===== config.mk =====
export PLATFORM = sky130hd
export DESIGN_NAME = reorder_buffer
export DESIGN_NICKNAME = d
export VERILOG_FILES = /design/src/rtl/rob_pkg.sv /design/src/rtl/preg_scoreboard.sv /design/src/rtl/reorder_buffer.sv
export SDC_FILE = /design/constraint.sdc
export NUM_CORES = 2
export LEC_CHECK = 0
export CAP_MARGIN = 20
export CORE_MARGIN = 4
export CORE_UTILIZATION = 45
export DETAILED_ROUTE_END_ITERATION = 6
export SLEW_MARGIN = 20
export SYNTH_ARGS = -nofsm -noshare
export SYNTH_HDL_FRONTEND = slang
export SYNTH_HIERARCHICAL = 1
export SYNTH_SLANG_ARGS = --single-unit
export TNS_END_PERCENT = 20

===== constraint.sdc =====
create_clock -name clk -period 6.45 [get_ports clk]
set_input_delay 1.29 -clock clk [delete_from_list [all_inputs] [get_ports clk]]
set_output_delay 1.29 -clock clk [all_outputs]
set_load 0.005 [all_outputs]

===== src/rtl/rob_pkg.sv =====
// ============================================================================
//  Module   : rob_pkg
//  Purpose  : Shared sizes and entry layout for the reorder buffer slice.
//  Revision : 1.0 - initial release
// ============================================================================
`default_nettype none

package rob_pkg;
    localparam int ROB_DEPTH = 16;
    localparam int IDX_W     = 4;
    localparam int PREG_W    = 6;
    localparam int AREG_W    = 5;
    localparam int DATA_W    = 32;
    localparam int NUM_FU    = 3;
    localparam int NUM_PREG  = 1 << PREG_W;

    typedef struct packed {
        logic              valid;
        logic              done;
        logic              has_dest;
        logic [AREG_W-1:0] dr;
        logic [PREG_W-1:0] dr_p;
        logic [PREG_W-1:0] old_dr_p;
        logic [DATA_W-1:0] value;
    } rob_entry_t;
endpackage

`default_nettype wire


===== src/rtl/preg_scoreboard.sv =====
// ============================================================================
//  Module   : preg_scoreboard
//  Purpose  : Per-physical-register ready vector; alloc clears, FU results set.
//  Revision : 1.0 - initial release
// ============================================================================
`default_nettype none

module preg_scoreboard
    import rob_pkg::*;
(
    input  logic                     clk,
    input  logic                     rst,
    input  logic                     i_clr_valid,
    input  logic [PREG_W-1:0]        i_clr_tag,
    input  logic [NUM_FU-1:0]        i_set_valid,
    input  logic [NUM_FU*PREG_W-1:0] i_set_tags,
    output logic [NUM_PREG-1:0]      o_ready
);

    logic [NUM_PREG-1:0] r_ready;
    logic [NUM_PREG-1:0] w_ready_nxt;

    // Clear is applied after the sets so a same-tag alloc wins; p0 is hardwired x0.
    always_comb begin
        w_ready_nxt = r_ready;
        for (int f = 0; f < NUM_FU; f++) begin
            if (i_set_valid[f]) begin
                w_ready_nxt[i_set_tags[f*PREG_W +: PREG_W]] = 1'b1;
            end
        end
        if (i_clr_valid) begin
            w_ready_nxt[i_clr_tag] = 1'b0;
        end
        w_ready_nxt[0] = 1'b1;
    end

    always_ff @(posedge clk) begin
        if (rst) begin
            r_ready <= '1;
        end else begin
            r_ready <= w_ready_nxt;
        end
    end

    assign o_ready = r_ready;

endmodule

`default_nettype wire


===== src/rtl/reorder_buffer.sv =====
// ============================================================================
//  Module   : reorder_buffer
//  Purpose  : In-order retirement buffer with tag-matched FU completion.
//  Revision : 1.0 - initial release
// ============================================================================
`default_nettype none

module reorder_buffer
    import rob_pkg::*;
(
    input  logic                clk,
    input  logic                rst,
    input  logic                alloc_valid_in,
    input  logic                alloc_has_dest_in,
    input  logic [AREG_W-1:0]   alloc_dr_in,
    input  logic [PREG_W-1:0]   alloc_dr_p_in,
    input  logic [PREG_W-1:0]   alloc_old_dr_p_in,
    output logic                alloc_ready_out,
    output logic [IDX_W-1:0]    alloc_idx_out,
    input  logic                FU0_flag_in,
    input  logic [PREG_W-1:0]   reg_tag_from_FU0_in,
    input  logic [DATA_W-1:0]   reg_value_from_FU0_in,
    input  logic                FU1_flag_in,
    input  logic [PREG_W-1:0]   reg_tag_from_FU1_in,
    input  logic [DATA_W-1:0]   reg_value_from_FU1_in,
    input  logic                FU2_flag_in,
    input  logic [PREG_W-1:0]   reg_tag_from_FU2_in,
    input  logic [DATA_W-1:0]   reg_value_from_FU2_in,
    output logic [NUM_PREG-1:0] preg_ready_out,
    output logic                retire_valid_out,
    output logic [AREG_W-1:0]   retire_dr_out,
    output logic [DATA_W-1:0]   retire_value_out,
    output logic                free_valid_out,
    output logic [PREG_W-1:0]   free_preg_out
);

    localparam logic [IDX_W:0] c_FULL = (IDX_W+1)'(ROB_DEPTH);

    rob_entry_t              r_rob [ROB_DEPTH];
    logic [IDX_W-1:0]        r_head;
    logic [IDX_W-1:0]        r_tail;
    logic [IDX_W:0]          r_count;
    logic                    r_retire_valid;
    logic [AREG_W-1:0]       r_retire_dr;
    logic [DATA_W-1:0]       r_retire_value;
    logic                    r_free_valid;
    logic [PREG_W-1:0]       r_free_preg;

    logic [NUM_FU-1:0]        w_fu_flag;
    logic [NUM_FU*PREG_W-1:0] w_fu_tags;
    logic [NUM_FU*DATA_W-1:0] w_fu_vals;
    logic                     w_alloc_ok;
    logic                     w_retire;
    logic [ROB_DEPTH-1:0]     w_hit;
    logic [DATA_W-1:0]        w_hit_val [ROB_DEPTH];

    assign w_fu_flag = {FU2_flag_in, FU1_flag_in, FU0_flag_in};
    assign w_fu_tags = {reg_tag_from_FU2_in, reg_tag_from_FU1_in, reg_tag_from_FU0_in};
    assign w_fu_vals = {reg_value_from_FU2_in, reg_value_from_FU1_in, reg_value_from_FU0_in};

    assign alloc_ready_out = (r_count != c_FULL);
    assign alloc_idx_out   = r_tail;
    assign w_alloc_ok      = alloc_valid_in && alloc_ready_out;
    // Uses the registered done bit, so completion and retire never share an edge.
    assign w_retire        = (r_count != '0) && r_rob[r_head].valid && r_rob[r_head].done;

    always_comb begin
        for (int i = 0; i < ROB_DEPTH; i++) begin
            w_hit[i]     = 1'b0;
            w_hit_val[i] = '0;
            for (int f = 0; f < NUM_FU; f++) begin
                if (w_fu_flag[f] && r_rob[i].valid && r_rob[i].has_dest && !r_rob[i].done &&
                    (r_rob[i].dr_p == w_fu_tags[f*PREG_W +: PREG_W])) begin
                    w_hit[i]     = 1'b1;
                    w_hit_val[i] = w_fu_vals[f*DATA_W +: DATA_W];
                end
            end
        end
    end

    always_ff @(posedge clk) begin
        if (rst) begin
            for (int i = 0; i < ROB_DEPTH; i++) begin
                r_rob[i] <= '0;
            end
            r_head         <= '0;
            r_tail         <= '0;
            r_count        <= '0;
            r_retire_valid <= 1'b0;
            r_retire_dr    <= '0;
            r_retire_value <= '0;
            r_free_valid   <= 1'b0;
            r_free_preg    <= '0;
        end else begin
            for (int i = 0; i < ROB_DEPTH; i++) begin
                if (w_hit[i]) begin
                    r_rob[i].done  <= 1'b1;
                    r_rob[i].value <= w_hit_val[i];
                end
            end

            if (w_retire) begin
                r_rob[r_head]  <= '0;
                r_head         <= r_head + IDX_W'(1);
                r_retire_valid <= 1'b1;
                r_retire_dr    <= r_rob[r_head].dr;
                r_retire_value <= r_rob[r_head].value;
                r_free_valid   <= r_rob[r_head].has_dest;
                r_free_preg    <= r_rob[r_head].old_dr_p;
            end else begin
                r_retire_valid <= 1'b0;
                r_free_valid   <= 1'b0;
            end

            if (w_alloc_ok) begin
                r_rob[r_tail] <= '{valid:    1'b1,
                                   done:     ~alloc_has_dest_in,
                                   has_dest: alloc_has_dest_in,
                                   dr:       alloc_dr_in,
                                   dr_p:     alloc_dr_p_in,
                                   old_dr_p: alloc_old_dr_p_in,
                                   value:    '0};
                r_tail        <= r_tail + IDX_W'(1);
            end

            r_count <= r_count + {{IDX_W{1'b0}}, w_alloc_ok} - {{IDX_W{1'b0}}, w_retire};
        end
    end

    preg_scoreboard u_preg_scoreboard (
        .clk         (clk),
        .rst         (rst),
        .i_clr_valid (w_alloc_ok && alloc_has_dest_in),
        .i_clr_tag   (alloc_dr_p_in),
        .i_set_valid (w_fu_flag),
        .i_set_tags  (w_fu_tags),
        .o_ready     (preg_ready_out)
    );

    assign retire_valid_out = r_retire_valid;
    assign retire_dr_out    = r_retire_dr;
    assign retire_value_out = r_retire_value;
    assign free_valid_out   = r_free_valid;
    assign free_preg_out    = r_free_preg;

endmodule

`default_nettype wire


---- After elaboration in Yosys (flattened, before gate mapping) ----
Memories as Yosys holds them, arrays and structs flattened. A register that Yosys moved wholly into a read port is not among the register bits.
Cells that the tools add are included.
W data, S select, Z words.
cells by class
  add/sub/neg operators ................... 4
  $mul .................................... 0
  div/mod/pow operators ................... 0
  order comparisons ....................... 8
  eq/ne operators ......................... 49
  shift-type cells ........................ 0
  muxes and demuxes ....................... 198
  bitwise logic cells ..................... 39
  reduce and logical (&&, ||, !) cells .... 218
operators with widths
  cell                   count
  $mux W32               64
  $eq A6 B6 Y1           48
  $mux W64               4
  $logic_and A1 B1 Y1    200
  $or A64 B64 Y64        3
  $mux W1                124
  $and A64 B64 Y64       1
  $not A64 Y64           1
  $or A1 B1 Y1           32
  $lt A6 B7 Y1 const B   4
  $demux W1 S6           4
  $ge A6 B1 Y1 const B   4
  $logic_not A1 Y1       16
  $add A4 B1 Y4 const B  2
  $mux W4                2
  $add A5 B1 Y5          1
  $ne A5 B5 Y1 const B   1
  $reduce_bool A5 Y1     1
  $sub A5 B1 Y5          1
  $not A1 Y1             2
  $reduce_or A2 Y1       1
storage, ports and cells
  register bits ........................... 122
  latch bits .............................. 0
  memory bits (writable) .................. 832
  ROM bits ................................ 0
  bits of input ports ..................... 138
  output and inout port bits .............. 114
  logic and storage cells ................. 527
  memories kept ........................... 1
memories
  memory  words  bits a word  read ports  clocked after Yosys merged registers in  write ports  line                  source
  r_rob   16     52           17          1                                        18           reorder_buffer.sv:39  rob_entry_t r_rob [ROB_DEPTH];

---- Depth between registers and ports, before layout ----
  word-level depth ........................ 12
  gate-level depth with buffers ........... 15
  gate-level depth less buffers ........... 13

---- Cells and area by module ----
The synthesis kept the hierarchy.
modules (own cells, without submodules)
  module           instances  cells each  area each (um2)  sequential area each (um2)
  reorder_buffer   1          5715        52608.0          20850.0
  preg_scoreboard  1          423         3865.0           1261.2

---- Worst setup path after synthesis ----
OpenSTA, ideal clock, no wires.
  kind .................................... input -> register
  start ................................... input port rst
  end ..................................... memory r_rob[10][32] (netlist bit) (enable)
  library setup time ...................... 440 ps
  arrival ................................. 3239 ps
  data required time ...................... 6010 ps
  setup slack ............................. 2771 ps
  cell stages on the path ................. 7
  buffers on the path ..................... 5
  cell sequence ........................... clkbuf_1 > inv_1 > buf_1 > clkbuf_1 > clkbuf_1 > clkbuf_1 > o211ai_1
RTL lines
  what         line                  source
  from (decl)  reorder_buffer.sv:12  input logic rst,
  to (decl)    reorder_buffer.sv:39

==> run_summary.xml <==
<?xml version="1.0" encoding="UTF-8"?>
<metrics>
  <group name="floorplan">
    <metric name="area_of_the_placeable_core" unit="sq um">124100</metric>
    <metric name="floorplan.die_area" unit="sq um">131200</metric>
    <metric name="floorplan.initialDensity" unit="%">45.50</metric>
    <metric name="boundaryPins" unit="">252</metric>
    <metric name="die_width" unit="um">362.3</metric>
    <metric name="rows" unit="">129</metric>
    <metric name="die_height" unit="um">362.3</metric>
  </group>
  <group name="global_route">
    <metric name="pin_count_of_the_biggest_net_entering_global_routing" unit="">82</metric>
    <metric name="gr-max-usage-layer" unit="">met2</metric>
    <metric name="antenna_found_initial" unit="">31</metric>
    <metric name="via_count_of_the_first_global_routing_pass" unit="">51846</metric>
    <metric name="overflow" unit="">0</metric>
    <metric name="met3_usage" unit="%">12.83</metric>
    <metric name="met2_usage" unit="%">54.81</metric>
    <metric name="grt_util_all_layers" unit="%">37.36</metric>
    <metric name="grt_pass1_wl" unit="um">364400</metric>
    <metric name="use_met1" unit="%">47.40</metric>
  </group>
  <group name="synthesis">
    <metric name="netlist_top_cells_area" unit="">sky130_fd_sc_hd__dfxtp_1 (23%), sky130_fd_sc_hd__edfxtp_1 (16%), sky130_fd_sc_hd__mux4_2 (8.9%)</metric>
    <metric name="yosys-top-cells-count" unit="">sky130_fd_sc_hd__dfxtp_1 (662), sky130_fd_sc_hd__clkbuf_1 (589), sky130_fd_sc_hd__nand2_1 (533), sky130_fd_sc_hd__a21oi_1 (486), sky130_fd_sc_hd__nor2_1 (416)</metric>
    <metric name="synth_top_family_by_area" unit="">compound AO/OA/AOI/OAI gates</metric>
    <metric name="synthesis.instances" unit="">6138</metric>
    <metric name="synth_top_area_cell" unit="">sky130_fd_sc_hd__dfxtp_1</metric>
    <metric name="synthMuxAreaShare" unit="%">10.37</metric>
    <metric name="synth_compound_gate_area_share" unit="%">20.79</metric>
    <metric name="synth_nets" unit="">6291</metric>
    <metric name="synth_most_common_cell" unit="">sky130_fd_sc_hd__dfxtp_1</metric>
    <metric name="yosys.area.top_type_share" unit="%">23.47</metric>
    <metric name="yosys_register_bits" unit="">957</metric>
    <metric name="ys_async_sr_fraction" unit="%">0</metric>
    <metric name="synthFlopType" unit="">sky130_fd_sc_hd__dfxtp_1</metric>
    <metric name="number_of_enable_flip_flop_cells_after_synthesis" unit="">295</metric>
    <metric name="synth.yosys.seq_area_share" unit="%">39.15</metric>
    <metric name="yosys.area_share.xor_xnor" unit="%">4.560</metric>
    <metric name="number_of_warnings_printed_during_yosys_synthesis" unit="">6</metric>
    <metric name="mappedNetlistArea" unit="sq um">56470</metric>
    <metric name="yosysUniqueCellTypes" unit="">81</metric>
    <metric name="syn_avg_cell_area" unit="sq um">9.201</metric>
    <metric name="synthAdderAreaFrac" unit="%">0.3456</metric>
    <metric name="synth-simple-area-share" unit="%">17.90</metric>
  </group>
  <group name="worst_hold_path">
    <metric name="min-delay-path-class" unit="">reg -&gt; reg</metric>
  </group>
  <group name="placed_design">
    <metric name="placed_cells_incl_taps" unit="">7449</metric>
    <metric name="place_hpwl" unit="um">150000</metric>
    <metric name="gp_routability_congestion" unit="">0.9360</metric>
    <metric name="port-buffer-count" unit="">250</metric>
  </group>
  <group name="layout">
    <metric name="layout-drive-gt1-share" unit="%">12.94</metric>
    <metric name="synthesis_to_finish_area_growth" unit="%">13.12</metric>
    <metric name="area.sequential" unit="sq um">22130</metric>
    <metric name="num-nets-final" unit="">6079</metric>
    <metric name="fillers" unit="">11283</metric>
    <metric name="final_cell_count_no_fill" unit="">7669</metric>
    <metric name="multiInputGateArea" unit="sq um">31180</metric>
  </group>
  <group name="clock_tree">
    <metric name="clock_tree.htree_level_count" unit="">3</metric>
    <metric name="clock_insertion_delay_at_the_later_pin_of_the_skew_report" unit="ps">780</metric>
    <metric name="clock_tree_from_tritoncts" unit="">built</metric>
    <metric name="inserted_clock_buffers" unit="">111</metric>
    <metric name="clock_sinks" unit="">957</metric>
    <metric name="cts_repair_resize_count" unit="">0</metric>
    <metric name="post_cts.repair.setup_buffers" unit="">0</metric>
    <metric name="clk_pin_slew" unit="ps">60</metric>
    <metric name="clock_root_buffer" unit="">sky130_fd_sc_hd__clkbuf_16</metric>
    <metric name="holdBufCountCts" unit="">0</metric>
    <metric name="clockBufferDepth" unit="">3</metric>
  </group>
  <group name="power">
    <metric name="power.density" unit="nW/um^2">225.0</metric>
    <metric name="worst_ir_drop_on_vdd" unit="mV">0.2536</metric>
    <metric name="static-leakage-power" unit="nW">20.37</metric>
    <metric name="p_total" unit="mW">14.37</metric>
  </group>
  <group name="timing">
    <metric name="worst-slew-pin-transition" unit="ps">1224</metric>
    <metric name="fin_worst_skew" unit="ps">48.45</metric>
    <metric name="timing.final.hold_violations" unit="">0</metric>
    <metric name="fin_worst_hold_slack" unit="ps">449.0</metric>
    <metric name="final_period_minus_worst_setup_slack" unit="ps">4489</metric>
    <metric name="max_slew_vio_count" unit="">0</metric>
    <metric name="fin_crit_sh" unit="%">69.59</metric>
    <metric name="rsz0062_at_grt" unit="">no</metric>
    <metric name="max-slew-margin-rel" unit="%">18.39</metric>
    <metric name="setup_total_negative_slack" unit="ps">0</metric>
    <metric name="report.final.setup_viol" unit="">0</metric>
    <metric name="fmax" unit="MHz">222.8</metric>
  </group>
  <group name="worst_setup_path">
    <metric name="endpoint" unit="">r_rob[1][30]</metric>
    <metric name="cp-end-kind" unit="">register</metric>
    <metric name="reg2reg_depth" unit="">6</metric>
    <metric name="required" unit="ps">7150</metric>
    <metric name="crit_start" unit="">reg_tag_from_FU0_in[0]</metric>
    <metric name="regToRegSetupSlack" unit="ps">2060</metric>
    <metric name="worstSetupPathType" unit="">in -&gt; reg</metric>
    <metric name="critical_path.max_fanout" unit="">16</metric>
    <metric name="start_kind" unit="">input pin</metric>
    <metric name="timing.critical_path.arrival" unit="ps">5190</metric>
    <metric name="r2r_end" unit="">retire_value_out[23]</metric>
  </group>
  <group name="route">
    <metric name="routed_via_density" unit="">7.077</metric>
    <metric name="drt_drc_violations_left" unit="">3</metric>
    <metric name="drt_iter0_drc" unit="">8593</metric>
    <metric name="drtAntennaViolNets" unit="">0</metric>
    <metric name="drt_wl_cell" unit="um">33.21</metric>
    <metric name="drt-total-wl" unit="um">254700</metric>
    <metric name="detailroute.via_count" unit="">54271</metric>
    <metric name="drt_pre_antenna_iters" unit="">7</metric>
  </group>
  <group name="outcome">
    <metric name="violations" unit="">DRC</metric>
    <metric name="run_status" unit="">finished with violations</metric>
  </group>
  <group name="flow_run">
    <metric name="maxCapViolCount" unit="">0</metric>
  </group>
</metrics>
==> per-layer routing <==
metal  vias to the layer above  routed length, um
met5                         -                166
met4                        24              18310
met3                      1099              33990
met2                      4466             107200
met1                     26344              95030
li1                      22338                  -
==> area by class of cell <==
| type | instances | area share [%] |
|---|---|---|
| multi-input cells | 4207 | 48.81 |
| inverters | 179 | 1.056 |
| clock buffers | 161 | 5.012 |
| repair buffers | 470 | 6.563 |
| well taps | 1637 | 3.206 |
| diodes | 20 | 0.07834 |
| clock inverters | 38 | 0.6444 |
| flip-flops and latches | 957 | 34.64 |
==> cell usage in the layout (no fill, tap or decap), drive strengths merged, types with 21 or more instances in the layout <==
cell type,n
o21ai,58
mux2i,82
buf,230
nand3b,51
a311o,60
and2,186
xor2,70
nor4,39
inv,181
clkinv,24
nand3,221
nand4,65
edfxtp,295
a221o,128
nor2,416
dfxtp,662
or4,22
xnor2,224
a211oi,53
a22oi,157
a221oi,128
o211ai,137
a211o,27
o31ai,132
a2111o,105
clkdlybuf4s50,240
nand2,533
clkbuf,161
nor3,203
a21o,67
a21oi,486
mux4,223
and3,115
o22ai,21
==> state kept, by name (all words and copies together) (netlist names), named ones only <==
register                   cells
retire_valid_out               1
r_count                        5
free_valid_out                 1
retire_dr_out                  5
r_head                         4
retire_value_out              32
u_preg_scoreboard/o_ready     63
free_preg_out                  6
alloc_idx_out                  4
r_rob                        832
==> cell families (layout without fill, tap and decap cells) <==
group / count (synthesis) / in the layout
mux: 306 / 306
simple gates: 1993 / 1993
flops: 957 / 957
compound gates: 1598 / 1598
buf+inv: 974 / 848
fa+ha+maj: 15 / 15
xor+xnor: 294 / 294
other cells: 1 / 21
==> where the power goes <==
| part | total [mW] | leakage, nW | switching [mW] | internal, mW |
|---|---|---|---|---|
| Sequential | 6.41 | 8.38 | 0.0916 | 6.31 |
| Clock | 6.45 | 1.76 | 2.78 | 3.67 |
| Combinational | 1.51 | 10.2 | 1.04 | 0.474 |
| Total | 14.4 | 20.4 | 3.91 | 10.5 |
==> critical path, stage by stage <==
cell	delay [ps]
sky130_fd_sc_hd__clkdlybuf4s50_1	950
sky130_fd_sc_hd__xnor2_1	470
sky130_fd_sc_hd__nand4_1	120
sky130_fd_sc_hd__nor2_1	600
sky130_fd_sc_hd__o31a_2	1050
sky130_fd_sc_hd__buf_4	360
sky130_fd_sc_hd__o211ai_1	130
sky130_fd_sc_hd__a21oi_1	180
==> worst min-delay path by stage <==
stage	start	depth (start not counted)	end	slack, ps
2_1_floorplan	r_rob[6][0]	2	r_rob[6][0]	430
3_3_place_gp	r_rob[1][13]	2	r_rob[1][13]	440
3_5_place_dp	r_rob[0][10]	2	r_rob[0][10]	440
4_1_cts	r_rob[7][2]	2	r_rob[7][2]	450
5_1_grt	r_rob[3][14]	2	r_rob[3][14]	470
6_report	r_rob[4][11]	2	r_rob[4][11]	450
==> per-stage QoR <==
stage	util (%)	cell area (sq um)	setup WS, ps
global placement	48.50	60200	1440
floorplan	-	56470	2771
CTS	51.41	63810	2106
global route	51.43	63830	1897
detailed placement	48.50	60200	1400
finish	51.47	63880	1961
(Power assumes the default switching activity.)
